==> src/rtl/lazy_seq_collector.sv <==
// Lazy match sequence collector: tracks the per-job head pointer, keeps one lazy
// summary in flight, carries match overlap across jobs and queues sequences for the encoder.
module lazy_seq_collector #(
  parameter int JOB_LEN_LOG2    = 6,
  parameter int SEQ_LL_BITS     = 8,
  parameter int SEQ_ML_BITS     = 8,
  parameter int SEQ_OFFSET_BITS = 16,
  parameter int FIFO_DEPTH      = 4
) (
  input  logic                       clk,
  input  logic                       rst,
  input  logic                       i_job_valid,
  input  logic                       i_job_delim,
  output logic                       o_job_ready,
  output logic                       o_head_valid,
  output logic [JOB_LEN_LOG2-1:0]    o_seq_head_ptr,
  output logic                       o_delim,
  input  logic                       i_issue,
  input  logic                       i_summary_done,
  input  logic [JOB_LEN_LOG2-1:0]    i_seq_head_ptr,
  input  logic [SEQ_LL_BITS-1:0]     i_summary_ll,
  input  logic [SEQ_ML_BITS-1:0]     i_summary_ml,
  input  logic [SEQ_OFFSET_BITS-1:0] i_summary_offset,
  input  logic                       i_summary_eoj,
  input  logic [SEQ_ML_BITS-1:0]     i_summary_overlap_len,
  input  logic                       i_move_to_next_job,
  input  logic [JOB_LEN_LOG2-1:0]    i_move_forward,
  output logic                       o_seq_valid,
  input  logic                       i_seq_ready,
  output logic [SEQ_LL_BITS-1:0]     o_seq_ll,
  output logic [SEQ_ML_BITS-1:0]     o_seq_ml,
  output logic [SEQ_OFFSET_BITS-1:0] o_seq_offset,
  output logic                       o_seq_eoj,
  output logic                       o_seq_delim,
  output logic                       o_error
);

  localparam int PTR_W   = $clog2(FIFO_DEPTH);
  localparam int CNT_W   = PTR_W + 1;
  localparam int ENTRY_W = SEQ_LL_BITS + SEQ_ML_BITS + SEQ_OFFSET_BITS + 2;
  localparam logic [SEQ_ML_BITS:0]   C_JOB_LEN    = (SEQ_ML_BITS+1)'(1 << JOB_LEN_LOG2);
  localparam logic [SEQ_ML_BITS-1:0] C_JOB_LEN_LO = C_JOB_LEN[SEQ_ML_BITS-1:0];
  localparam logic [CNT_W-1:0]       C_DEPTH      = CNT_W'(FIFO_DEPTH);

  typedef enum logic [1:0] {S_IDLE, S_READY, S_WAIT} state_t;

  state_t                  r_state;
  logic [JOB_LEN_LOG2-1:0] r_head;
  logic [SEQ_ML_BITS-1:0]  r_carry;
  logic                    r_delim;
  logic                    r_head_valid;
  logic                    r_error;
  logic [ENTRY_W-1:0]      r_mem [FIFO_DEPTH];
  logic [PTR_W-1:0]        r_wr_ptr;
  logic [PTR_W-1:0]        r_rd_ptr;
  logic [CNT_W-1:0]        r_count;

  logic               w_full;
  logic               w_job_fire;
  logic               w_carry_cover;
  logic               w_sum_fire;
  logic               w_push;
  logic               w_pop;
  logic [ENTRY_W-1:0] w_push_data;
  logic [CNT_W-1:0]   w_count_next;
  logic               w_to_ready;
  logic               w_err;

  assign w_full        = (r_count == C_DEPTH);
  assign w_job_fire    = (r_state == S_IDLE) && i_job_valid && !w_full;
  assign w_carry_cover = ({1'b0, r_carry} >= C_JOB_LEN);
  assign w_sum_fire    = (r_state == S_WAIT) && i_summary_done;
  assign w_push        = w_sum_fire || (w_job_fire && w_carry_cover && i_job_delim);
  assign w_pop         = (r_count != '0) && i_seq_ready;

  // A job swallowed by the previous match only emits a marker when it closes the block.
  assign w_push_data = w_sum_fire
    ? {i_summary_ll, i_summary_ml, i_summary_offset, i_summary_eoj, r_delim & i_summary_eoj}
    : {{(ENTRY_W-2){1'b0}}, 2'b11};

  always_comb begin
    w_count_next = r_count;
    if (w_push && !w_pop)
      w_count_next = r_count + CNT_W'(1);
    else if (w_pop && !w_push)
      w_count_next = r_count - CNT_W'(1);
  end

  assign w_to_ready = (w_job_fire && !w_carry_cover)
                   || ((r_state == S_READY) && !(i_issue && r_head_valid))
                   || (w_sum_fire && !i_move_to_next_job);

  assign w_err = ((r_state == S_READY) && i_issue && !r_head_valid)
              || (i_summary_done && (r_state != S_WAIT))
              || (w_sum_fire && (i_seq_head_ptr != r_head));

  always_ff @(posedge clk or posedge rst) begin
    if (rst) begin
      r_state      <= S_IDLE;
      r_head       <= '0;
      r_carry      <= '0;
      r_delim      <= 1'b0;
      r_head_valid <= 1'b0;
      r_error      <= 1'b0;
      r_wr_ptr     <= '0;
      r_rd_ptr     <= '0;
      r_count      <= '0;
    end else begin
      r_count <= w_count_next;
      if (w_push) r_wr_ptr <= r_wr_ptr + PTR_W'(1);
      if (w_pop)  r_rd_ptr <= r_rd_ptr + PTR_W'(1);
      // One slot stays reserved for the summary that an issue will bring back.
      r_head_valid <= w_to_ready && (w_count_next < C_DEPTH);
      if (w_err) r_error <= 1'b1;
      case (r_state)
        S_IDLE: begin
          if (w_job_fire) begin
            if (w_carry_cover) begin
              r_carry <= i_job_delim ? '0 : (r_carry - C_JOB_LEN_LO);
            end else begin
              r_head  <= r_carry[JOB_LEN_LOG2-1:0];
              r_delim <= i_job_delim;
              r_state <= S_READY;
            end
          end
        end
        S_READY: begin
          if (i_issue && r_head_valid) r_state <= S_WAIT;
        end
        S_WAIT: begin
          if (i_summary_done) begin
            if (i_move_to_next_job) begin
              r_carry <= r_delim ? '0 : i_summary_overlap_len;
              r_state <= S_IDLE;
            end else begin
              r_head  <= r_head + i_move_forward;
              r_state <= S_READY;
            end
          end
        end
        default: r_state <= S_IDLE;
      endcase
    end
  end

  always_ff @(posedge clk) begin
    if (w_push) r_mem[r_wr_ptr] <= w_push_data;
  end

  assign o_job_ready    = (r_state == S_IDLE) && !w_full;
  assign o_head_valid   = r_head_valid;
  assign o_seq_head_ptr = r_head;
  assign o_delim        = r_delim;
  assign o_seq_valid    = (r_count != '0);
  assign o_error        = r_error;
  assign {o_seq_ll, o_seq_ml, o_seq_offset, o_seq_eoj, o_seq_delim} = r_mem[r_rd_ptr];

endmodule

==> config.mk <==
export PLATFORM = sky130hd
export DESIGN_NAME = lazy_seq_collector
export DESIGN_NICKNAME = d
export VERILOG_FILES = /design/src/rtl/lazy_seq_collector.sv
export SDC_FILE = /design/constraint.sdc
export NUM_CORES = 1
export LEC_CHECK = 0
export ABC_AREA = 1
export BUFFER_PORTS_ARGS = -buffer_cell sky130_fd_sc_hd__buf_2
export CORE_ASPECT_RATIO = 0.8
export CORE_MARGIN = 3
export CORE_UTILIZATION = 48
export DETAILED_ROUTE_END_ITERATION = 10
export GPL_TIMING_DRIVEN = 0
export PLACE_DENSITY = 0.69
export SYNTH_ARGS = -nofsm -noshare
export SYNTH_HDL_FRONTEND = slang
export SYNTH_SLANG_ARGS = --single-unit
==> constraint.sdc <==
create_clock -name clk -period 9 [get_ports clk]
set_clock_uncertainty 0.05 [all_clocks]
set_input_delay 1.8 -clock clk [delete_from_list [all_inputs] [get_ports clk]]
set_output_delay 1.8 -clock clk [all_outputs]
set_load 0.02 [all_outputs]
-- Word-level counts from Yosys, hierarchy flattened
Memory sizes are Yosys's and may differ from the RTL's.
Cells that the tools add are included.
- register bits after elaboration: 26
- word-level logic and storage cells: 92
- output and inout bits: 45
- memories kept: 1
- bits of input ports: 61
- RAM bits: 136
- memory list (memory ; words ; bits a word ; rd ports ; clocked after memory_dff ; wr ports ; RTL line ; source):
    r_mem ; 4 ; 34 ; 1 ; 0 ; 1 ; 53 ; logic [ENTRY_W-1:0] r_mem [FIFO_DEPTH];
- equal/unequal tests: 12
- add/sub/neg operators: 6
- magnitude comparators: 2
- reductions and logical operators: 37
- bitwise logic cells: 2
- mux-type cells: 23
- operators by type and width (kind ; number):
    8-bit two-way mux ; 6
    34-bit two-way mux ; 1
    6-bit two-way mux ; 4
    1-bit logical AND ; 18
    8-bit one-hot mux with 2 select lines ; 1
    2-bit != test (second input constant) ; 7
    6-bit one-hot mux with 2 select lines ; 1
    5-bit AND reduction ; 2
    8-bit by 7-bit >= comparator with 1-bit output (second input constant) ; 1
    2-bit two-way mux ; 4
    8-bit by 7-bit subtractor with 8-bit output (second input constant) ; 1
    1-bit logical NOT ; 7
    6-bit adder ; 1
    3-bit two-way mux ; 2
    6-bit != test ; 1
    2-bit one-hot mux with 3 select lines ; 1
    1-bit logical OR ; 5
    2-bit by 1-bit adder with 2-bit output (second input constant) ; 2
    4-bit AND reduction ; 1
    3-bit by 1-bit adder with 3-bit output (second input constant) ; 1
    3-bit == test (second input constant) ; 1
    3-bit < comparator (second input constant) ; 1
    1-bit two-way mux ; 3
    3-bit AND reduction ; 1
    other kinds (9) ; 9

-- Logic depth before layout (Yosys ltp)
Gate-level depths: netlist of run 1.
- depth after elaboration: 12
- mapped depth: 13
- mapped depth without buffers: 13

-- Worst setup path before layout of run 1
Ideal clock, no wire load.
- kind: input -> register
- start point: input port i_summary_done
- end point: memory r_mem[0][0] in the netlist's numbering (enable)
- data arrival time: 3724 ps
- data required time: 8525 ps
- stages: 6
- slack: 4801 ps
- buffers on the path: 0
- setup time: 425 ps
- path through: inv_1 nor2_1 inv_1 nand2_2 inv_1 nor2_1
- longest elaborated chain between the ends: 4
- ends and longest elaborated chain (element ; RTL line ; source):
    start, declared ; 19 ; input logic i_summary_done,
    1-bit logical AND ; 72 ; assign w_sum_fire = (r_state == S_WAIT) && i_summary_done;
    1-bit logical OR ; 73 ; assign w_push = w_sum_fire || (w_job_fire && w_carry_cover && i_job_delim);
    named net w_push ; 62 ; logic w_push;
    1-bit two-way mux ; 147 ; if (w_push) r_mem[r_wr_ptr] <= w_push_data;
    1-bit two-way mux (implied by the code) ; 147 ;
    end, declared ; 53 ;
The timed path passes the listed nets, and every way through them passes these cells.

-- Worst setup path after layout of run 1
- start point: register r_rd_ptr[0]
- end point: output port o_seq_ml[6]
- longest elaborated chain between the ends: 1
- ends and longest elaborated chain (element ; RTL line ; source):
    start, declared ; 55 ; logic [PTR_W-1:0] r_rd_ptr;
    start signal, assigned ; 111 ; if (w_pop) r_rd_ptr <= r_rd_ptr + PTR_W'(1);
    memory 4 x 34 bit ; - ;
    end, declared ; 31 ; output logic [SEQ_ML_BITS-1:0] o_seq_ml,
Every way passes these cells.

==> summary.txt, run 1 <==
Finish
  • Antenna diode count: 0
  • Area Overhead vs Synth: 20.7%
  • Fraction of layout instances using a drive strength above 1: 21.4%
  • Fill count: 1129
  • Final net count: 834

Route
  • Post-DRT Antenna Nets: 0
  • # DRC: 0
  • DR vias: 4995
  • Iteration-0 DRC Markers: 397
  • Wire per inst: 16.8 um
  • Drt pass-1 iters: 5
  • DR vias/cell: 5.26
  • Final WL: 16.0 mm

Setup path
  • WP data required: 7.15 ns
  • Slowest cell on crit path: clkbuf_1
  • Worst Reg-to-Reg Cells: 8
  • Critical R2R Launch: r_state[0]$_DFFE_PP0P_
  • CP Cell Sequence: buf_2 -> clkbuf_1 -> clkbuf_1 -> nor2_1 -> o22ai_1 -> buf_2
  • Crit Path Class: reg -> out
  • CP endpoint kind: output port
  • Worst R2R End: r_mem[2][25]$_DFFE_PP_
  • WP data arrival: 2.49 ns
  • Critical path fanouts, max: 10
  • Startpoint type of the worst setup path: flop
  • CP peak stage delay: 0.55 ns
  • CP Launch Point: r_rd_ptr[0]$_DFFE_PP0N_
  • R2r setup slk: 6.40 ns
  • Critical path endpoint: o_seq_ml[6]

Die
  • # IOs: 106
  • Die footprint: 0.0161 mm2
  • Core Area: 0.0139 mm2
  • Die Y: 114 um
  • Die X-Extent: 141 um
  • Cell Rows: 38
  • Initial core utilization: 50.4%

Timing
  • Unrepaired setup endpoints after global routing: false
  • Final WS setup: 4.66 ns
  • Slew @ Worst Pin: 1.04 ns
  • Endpoints failing hold: 0
  • Rel. slew slack: 30.6%
  • Endpoints failing setup: 0
  • Final Max Slew Viols: 0
  • Setup_tns: 0 ns
  • Final min period: 4.34 ns
  • Max Clk Rate: 231 MHz
  • Fin crit share: 48.2%

Synthesis
  • Synth unique cells: 29
  • Leading area contributor after synthesis: edfxtp_1
  • Syn_area_per_cell: 11.1 um2
  • Synth cell count leaders: edfxtp_1 (136), nor2_1 (125), o21ai_0 (78), inv_1 (70), nand2_1 (66)
  • Synth Net Count: 706
  • Post-synth top flop: edfxtp_1
  • Post-Syn Area: 0.00699 mm2
  • FFs w/ async S/R, synth: 16.0%
  • Number of enable flip-flop cells after synthesis: 136
  • Yosys reg bits: 162
  • Area contributors post-synth: edfxtp_1 (58%), dfrtp_1 (9.3%), nor2_1 (6.7%)
  • Synth Instances: 629
  • Yosys top cell area share: 58.4%
  • Top-count cell post-synth: edfxtp_1
  • Yosys warnings: 0
  • Register area share after synthesis: 67.7%

Global routing
  • GR Overflow Total: 0
  • Initial antenna violation count: 0
  • Largest net degree at the start of global routing: 29
  • Vias in the first global route: 4913
  • Gr usage total: 19.9%
  • First-pass GRT wire length: 24.4 mm

Clock tree
  • Clock H-tree levels: 4
  • Clock sinks: 162
  • Clk root buf: clkbuf_16
  • Post-CTS sizing: 0
  • CTS Hold Bufs: 0
  • Num CTS Buffers: 17
  • CTS clk-pin slew, worst paths: 0.06 ns
  • Postcts setup bufs: 0
  • CTS tree: done
  • Clock latency at the later pin of the worst-skew pair: 0.42 ns
  • Max clock buf depth: 2

Placed design
  • IO buf count: 105
  • Pre-CTS setup slack: 5.15 ns
  • GPL Wtd Cong: 0.830
  • DPL Wire Length: 10.7 mm

Pwr
  • VDD IR max: 183 uV
  • Leakage: 3.47 nW
  • Pwr Density: 309 mW/mm2

Worst hold path
  • Tightest Hold Check Type: reg -> reg

Status
  • Run status: finished, final reports clean

Job
  • Max_cap viols: 0
-- worst max-delay path, delay by kind of cell (launching register included) --
family	cells	cell delay [ns]
AO/OA/AOI/OAI	1	0.24
buffers and inverters	4	1.36
flip-flops	1	0.34
AND/OR/NAND/NOR	1	0.12
-- power breakdown --
part	internal, W	total [W]	switching (W)
Clock	0.000407	0.000693	0.000286
Combinational	0.000299	0.000974	0.000676
Sequential	0.000888	0.000937	0.0000495
-- cell families after synthesis --
| family | synth area share [%] |
|---|---|
| AND/OR/NAND/NOR | 12.1 |
| buffers and inverters | 5.53 |
| flip-flops | 67.7 |
| XOR/XNOR | 0.877 |
| AO/OA/AOI/OAI | 10.8 |
| adder cells (fa/ha/maj) | 2.97 |
-- per-stage QoR --
step | util (%) | cells | hold WS [ns] | instance area (um2) | power [W]
floorplan | - | 629 | 0.403 | 6990 | 0.00158
global placement | 55.8 | 914 | 0.397 | 7740 | 0.00189
detailed placement | 56.7 | 918 | 0.405 | 7870 | 0.00192
CTS | 60.8 | 950 | 0.421 | 8430 | 0.00262
global route | 60.8 | 950 | 0.458 | 8430 | 0.00275
finish | 60.8 | 950 | 0.418 | 8430 | 0.00260
-- final cells by class --
cell class                      count  area (um2)  area share [%]
Buffer                             26         116            1.38
Clock buffer                       19         433            5.13
Clock inverter                     13         135            1.60
Inverter                           72         270            3.20
Multi-Input combinational cell    369        1900            22.5
Sequential cell                   162        4730            56.1
Tap cell                          180         225            2.67
Timing Repair Buffer              109         621            7.36
-- registers in the layout, indices dropped and copies added, names as in the netlist --
register,cells
o_head_valid,1
r_count,3
r_mem,136
r_wr_ptr,2
r_rd_ptr,2
o_seq_head_ptr,6
r_state,2
o_delim,1
r_carry,8
o_error,1
-- cell usage in the layout (no fill, tap or decap) --
cell type and count:
buf_12 2, a31oi_1 1, o22ai_1 35, o21ai_2 7, nor2_2 1, inv_6 2
nor2_1 121, nand3b_4 1, o31ai_1 1, dfrtp_1 26, nand3b_1 2, buf_16 2
bufinv_16 2, buf_4 1, nand3_1 10, buf_2 111, nor3_1 2, inv_2 2
clkbuf_1 18, o21ai_0 78, ha_1 15, a21o_1 1, clkinv_2 3, a21oi_1 8
xor2_1 7, clkinv_4 1, nand2_2 4, clkinv_1 1, o21ai_1 2, buf_6 1
a22oi_1 2, fa_1 1, nand2_1 66, inv_1 70, clkbuf_16 17, edfxtp_1 136
nor2_4 4, clkinvlp_4 4, buf_1 2
-- layer usage --
layer  track usage [%]  routed length, um
met1              27.1               7160
met2              31.0               7630
met3              5.32                949
met4              7.30                228
met5                 0                  0
-- how the worst min path moves through the flow --
stage / from / end / slack (ns) / cells past startpoint
2_1_floorplan: r_carry[6]$_DFFE_PP0P_ / r_carry[6]$_DFFE_PP0P_ / 0.40 / 2
3_5_place_dp: o_error$_DFFE_PP0P_ / o_error$_DFFE_PP0P_ / 0.41 / 2
6_report: o_error$_DFFE_PP0P_ / o_error$_DFFE_PP0P_ / 0.42 / 2
4_1_cts: o_error$_DFFE_PP0P_ / o_error$_DFFE_PP0P_ / 0.42 / 2
3_3_place_gp: o_error$_DFFE_PP0P_ / o_error$_DFFE_PP0P_ / 0.40 / 2
5_1_grt: r_carry[0]$_DFFE_PP0P_ / r_carry[0]$_DFFE_PP0P_ / 0.46 / 2
(Power assumes the default switching activity.)
==> run 2, diff against run 1 <==
--- a/config.mk
+++ b/config.mk
@@ -5,7 +5,7 @@
 export SDC_FILE = /design/constraint.sdc
 export NUM_CORES = 1
 export LEC_CHECK = 0
-export ABC_AREA = 1
+export ABC_AREA = 0
 export BUFFER_PORTS_ARGS = -buffer_cell sky130_fd_sc_hd__buf_2
 export CORE_ASPECT_RATIO = 0.8
 export CORE_MARGIN = 3
==> constraint.sdc (replaced) <==
create_clock -name clk -period 4 [get_ports clk]
set_clock_uncertainty 0.05 [all_clocks]
set_input_delay 0.8 -clock clk [delete_from_list [all_inputs] [get_ports clk]]
set_output_delay 0.8 -clock clk [all_outputs]
set_load 0.02 [all_outputs]
==> summary.txt, run 2 <==
Status
  • Run status: finished, final reports clean (unchanged)

Clock tree
  • CTS tree: done (unchanged)
  • Clock H-tree levels: 4 (unchanged)
  • CTS Hold Bufs: 0 (unchanged)
  • Clock sinks: 162 (unchanged)
  • CTS clk-pin slew, worst paths: 0.06 ns (about the same)
  • Num CTS Buffers: 17 (unchanged)
  • Postcts setup bufs: 0 (unchanged)
  • Max clock buf depth: 2 (unchanged)
  • Clk root buf: clkbuf_16 (unchanged)
  • Clock latency at the later pin of the worst-skew pair: 0.42 ns (about the same)
  • Post-CTS sizing: 0 (unchanged)

Synthesis
  • FFs w/ async S/R, synth: 16.0% (unchanged)
  • Number of enable flip-flop cells after synthesis: 136 (unchanged)
  • Leading area contributor after synthesis: edfxtp_1 (unchanged)
  • Yosys reg bits: 162 (unchanged)
  • Synth Instances: 398 (was 629)
  • Syn_area_per_cell: 17.3 um2 (was 11.1 um2)
  • Synth unique cells: 48 (was 29)
  • Yosys warnings: 0 (unchanged)
  • Post-Syn Area: 0.00688 mm2 (was 0.00699 mm2)
  • Top-count cell post-synth: edfxtp_1 (unchanged)
  • Post-synth top flop: edfxtp_1 (unchanged)
  • Area contributors post-synth: edfxtp_1 (59%), mux4_2 (11%), dfrtp_1 (9.5%) (was edfxtp_1 (58%), dfrtp_1 (9.3%), nor2_1 (6.7%))
  • Register area share after synthesis: 68.9% (was 67.7%)
  • Synth cell count leaders: edfxtp_1 (136), mux4_2 (34), and2_1 (32), dfrtp_1 (26) (was edfxtp_1 (136), nor2_1 (125), o21ai_0 (78), inv_1 (70), nand2_1 (66))
  • Yosys top cell area share: 59.4% (was 58.4%)
  • Synth Net Count: 475 (was 706)

Global routing
  • GR Overflow Total: 0 (unchanged)
  • Largest net degree at the start of global routing: 27 (was 29)
  • Gr usage total: 17.4% (was 19.9%)
  • Vias in the first global route: 4053 (was 4913)
  • First-pass GRT wire length: 21.0 mm (was 24.4 mm)
  • Initial antenna violation count: 1 (was 0)

Finish
  • Antenna diode count: 0 (unchanged)
  • Largest register FFs: 136 (unchanged)
  • Largest Register: r_mem (unchanged)
  • Area Overhead vs Synth: 20.7% (about the same)
  • Fill count: 1048 (was 1129)
  • Final net count: 603 (was 834)
  • Commonest non-fill, non-tap cell in the layout: edfxtp_1 (unchanged)
  • Commonest non-fill, non-tap cells in the layout: edfxtp_1 (136), buf_2 (110), mux4_2 (34) (was edfxtp_1 (136), nor2_1 (121), buf_2 (111))
  • Fraction of layout instances using a drive strength above 1: 36.0% (was 21.4%)

Setup path
  • Worst R2R End: o_head_valid$_DFF_PP0_ (was r_mem[2][25]$_DFFE_PP_)
  • Startpoint type of the worst setup path: flop (unchanged)
  • Crit Path Class: reg -> out (unchanged)
  • WP data arrival: 2.32 ns (was 2.49 ns)
  • Critical path fanouts, max: 10 (unchanged)
  • CP endpoint kind: output port (unchanged)
  • Critical R2R Launch: r_count[0]$_DFFE_PP0P_ (was r_state[0]$_DFFE_PP0P_)
  • WP data required: 3.15 ns (was 7.15 ns)
  • R2r setup slk: 1.37 ns (was 6.40 ns)
  • Worst Reg-to-Reg Cells: 10 (was 8)

Timing
  • Endpoints failing hold: 0 (unchanged)
  • Unrepaired setup endpoints after global routing: false (unchanged)
  • Final WS setup: 0.835 ns (was 4.66 ns)
  • Endpoints failing setup: 0 (unchanged)
  • Max Clk Rate: 316 MHz
  • Final min period: 3.17 ns
  • Slew @ Worst Pin: 1.05 ns (was 1.04 ns)
  • Final Max Slew Viols: 0 (unchanged)
  • Fin crit share: 79.1%
  • Rel. slew slack: 29.9% (was 30.6%)
  • Setup_tns: 0 ns (unchanged)

Pwr
  • Internal power: 0.00378 W (was 0.00159 W)
  • Switching share of power: 33.4% (was 38.8%)
  • Leakage: 3.12 nW (was 3.47 nW)
  • VDD IR max: 367 uV (was 183 uV)
  • Comb power frac: 34.7% (was 37.4%)
  • P_sw: 0.00190 W (was 0.00101 W)
  • Pwr Density: 684 mW/mm2 (was 309 mW/mm2)
  • Reg power frac: 38.7% (was 36.0%)
  • Clk pwr share: 26.5% (was 26.6%)

Job
  • Max_cap viols: 0 (unchanged)

Die
  • # IOs: 106 (unchanged)
  • Die Y: 113 um (was 114 um)
  • Die X-Extent: 140 um (was 141 um)
  • Die footprint: 0.0158 mm2 (was 0.0161 mm2)
  • Cell Rows: 38 (unchanged)
  • Core Area: 0.0138 mm2 (was 0.0139 mm2)
  • Initial core utilization: 49.9% (was 50.4%)

Route
  • DR vias: 3790 (was 4995)
  • Final WL: 12.9 mm (was 16.0 mm)
  • Post-DRT Antenna Nets: 0 (unchanged)
  • Drt pass-1 iters: 4 (was 5)
  • DR vias/cell: 5.27 (was 5.26)
  • Wire per inst: 17.9 um (was 16.8 um)
  • # DRC: 0 (unchanged)
  • Iteration-0 DRC Markers: 219 (was 397)

Worst hold path
  • Min-Delay Endpoint: o_error$_DFFE_PP0P_ (unchanged)
  • HP Start: o_error$_DFFE_PP0P_ (unchanged)
  • Hold depth: 2 (unchanged)
  • Tightest Hold Check Type: reg -> reg (unchanged)

Placed design
  • DPL Wire Length: 8.78 mm (was 10.7 mm)
  • GPL Wtd Cong: 0.793 (was 0.830)
  • Pre-CTS setup slack: 1.22 ns (was 5.15 ns)
  • IO buf count: 105 (unchanged)
run 2: worst max-delay path, stage by stage, from the launching register on:
cell and delay (ns):
dfrtp_1 0.32, clkbuf_1 0.38, buf_1 0.58, mux4_2 0.43, buf_2 0.18
run 2: kinds of logic (layout without fill, tap and decap cells):
family,Yosys count,after routing,synth area share [%]
AO/OA/AOI/OAI,33,33,4.04
XOR/XNOR,10,10,1.27
adder cells (fa/ha/maj),16,16,3.02
buffers and inverters,36,177,2.33
flip-flops,162,162,68.9
multiplexers,46,46,12.9
AND/OR/NAND/NOR,95,95,7.57
run 2: power groups by stage:
stage          Combinational, W  Sequential, W  Clock [W]
6_report                0.00197        0.00220    0.00151
3_5_place_dp            0.00200        0.00223          0
5_1_grt                 0.00216        0.00222    0.00162
4_1_cts                 0.00201        0.00220    0.00154
3_3_place_gp            0.00193        0.00223          0
2_1_floorplan           0.00138        0.00225          0
run 2: cell type report:
type | count | area [um2] | share of cell area (%)
Sequential cell | 162 | 4730 | 57.1
Multi-Input combinational cell | 200 | 2010 | 24.2
Timing Repair Buffer | 109 | 606 | 7.30
Clock buffer | 17 | 425 | 5.13
Tap cell | 180 | 225 | 2.71
Clock inverter | 15 | 134 | 1.61
Buffer | 15 | 81.3 | 0.980
Inverter | 21 | 78.8 | 0.950
run 2: worst max path at each step:
stage | cells after the start | end | from
after floorplan | 3 | r_mem[0][0]$_DFFE_PP_ | i_job_valid
after global placement | 4 | r_mem[2][13]$_DFFE_PP_ | i_job_valid
after detailed placement | 9 | o_head_valid$_DFF_PP0_ | i_summary_done
after CTS | 4 | o_seq_ml[6] | r_rd_ptr[1]$_DFFE_PP0N_
after global routing | 4 | o_seq_ll[4] | r_rd_ptr[1]$_DFFE_PP0N_
final | 4 | o_seq_ll[4] | r_rd_ptr[1]$_DFFE_PP0N_
run 2: metal layers:
metal | up-vias | track usage, % | wire length, um
met5 | - | 0 | 13
li1 | 1779 | - | -
met1 | 1902 | 22.3 | 5630
met3 | 14 | 5.96 | 718
met2 | 93 | 28.5 | 6390
met4 | 2 | 5.55 | 121
run 2: per-stage QoR:
stage | instances | utilization (%) | hold slack [ns] | area, um2 | total power (W)
after floorplan | 398 | - | 0.439 | 6880 | 0.00363
after global placement | 683 | 55.3 | 0.457 | 7630 | 0.00416
after detailed placement | 687 | 56.1 | 0.429 | 7740 | 0.00423
after CTS | 719 | 60.2 | 0.449 | 8300 | 0.00575
after global routing | 719 | 60.2 | 0.485 | 8300 | 0.00600
final | 719 | 60.2 | 0.451 | 8300 | 0.00568
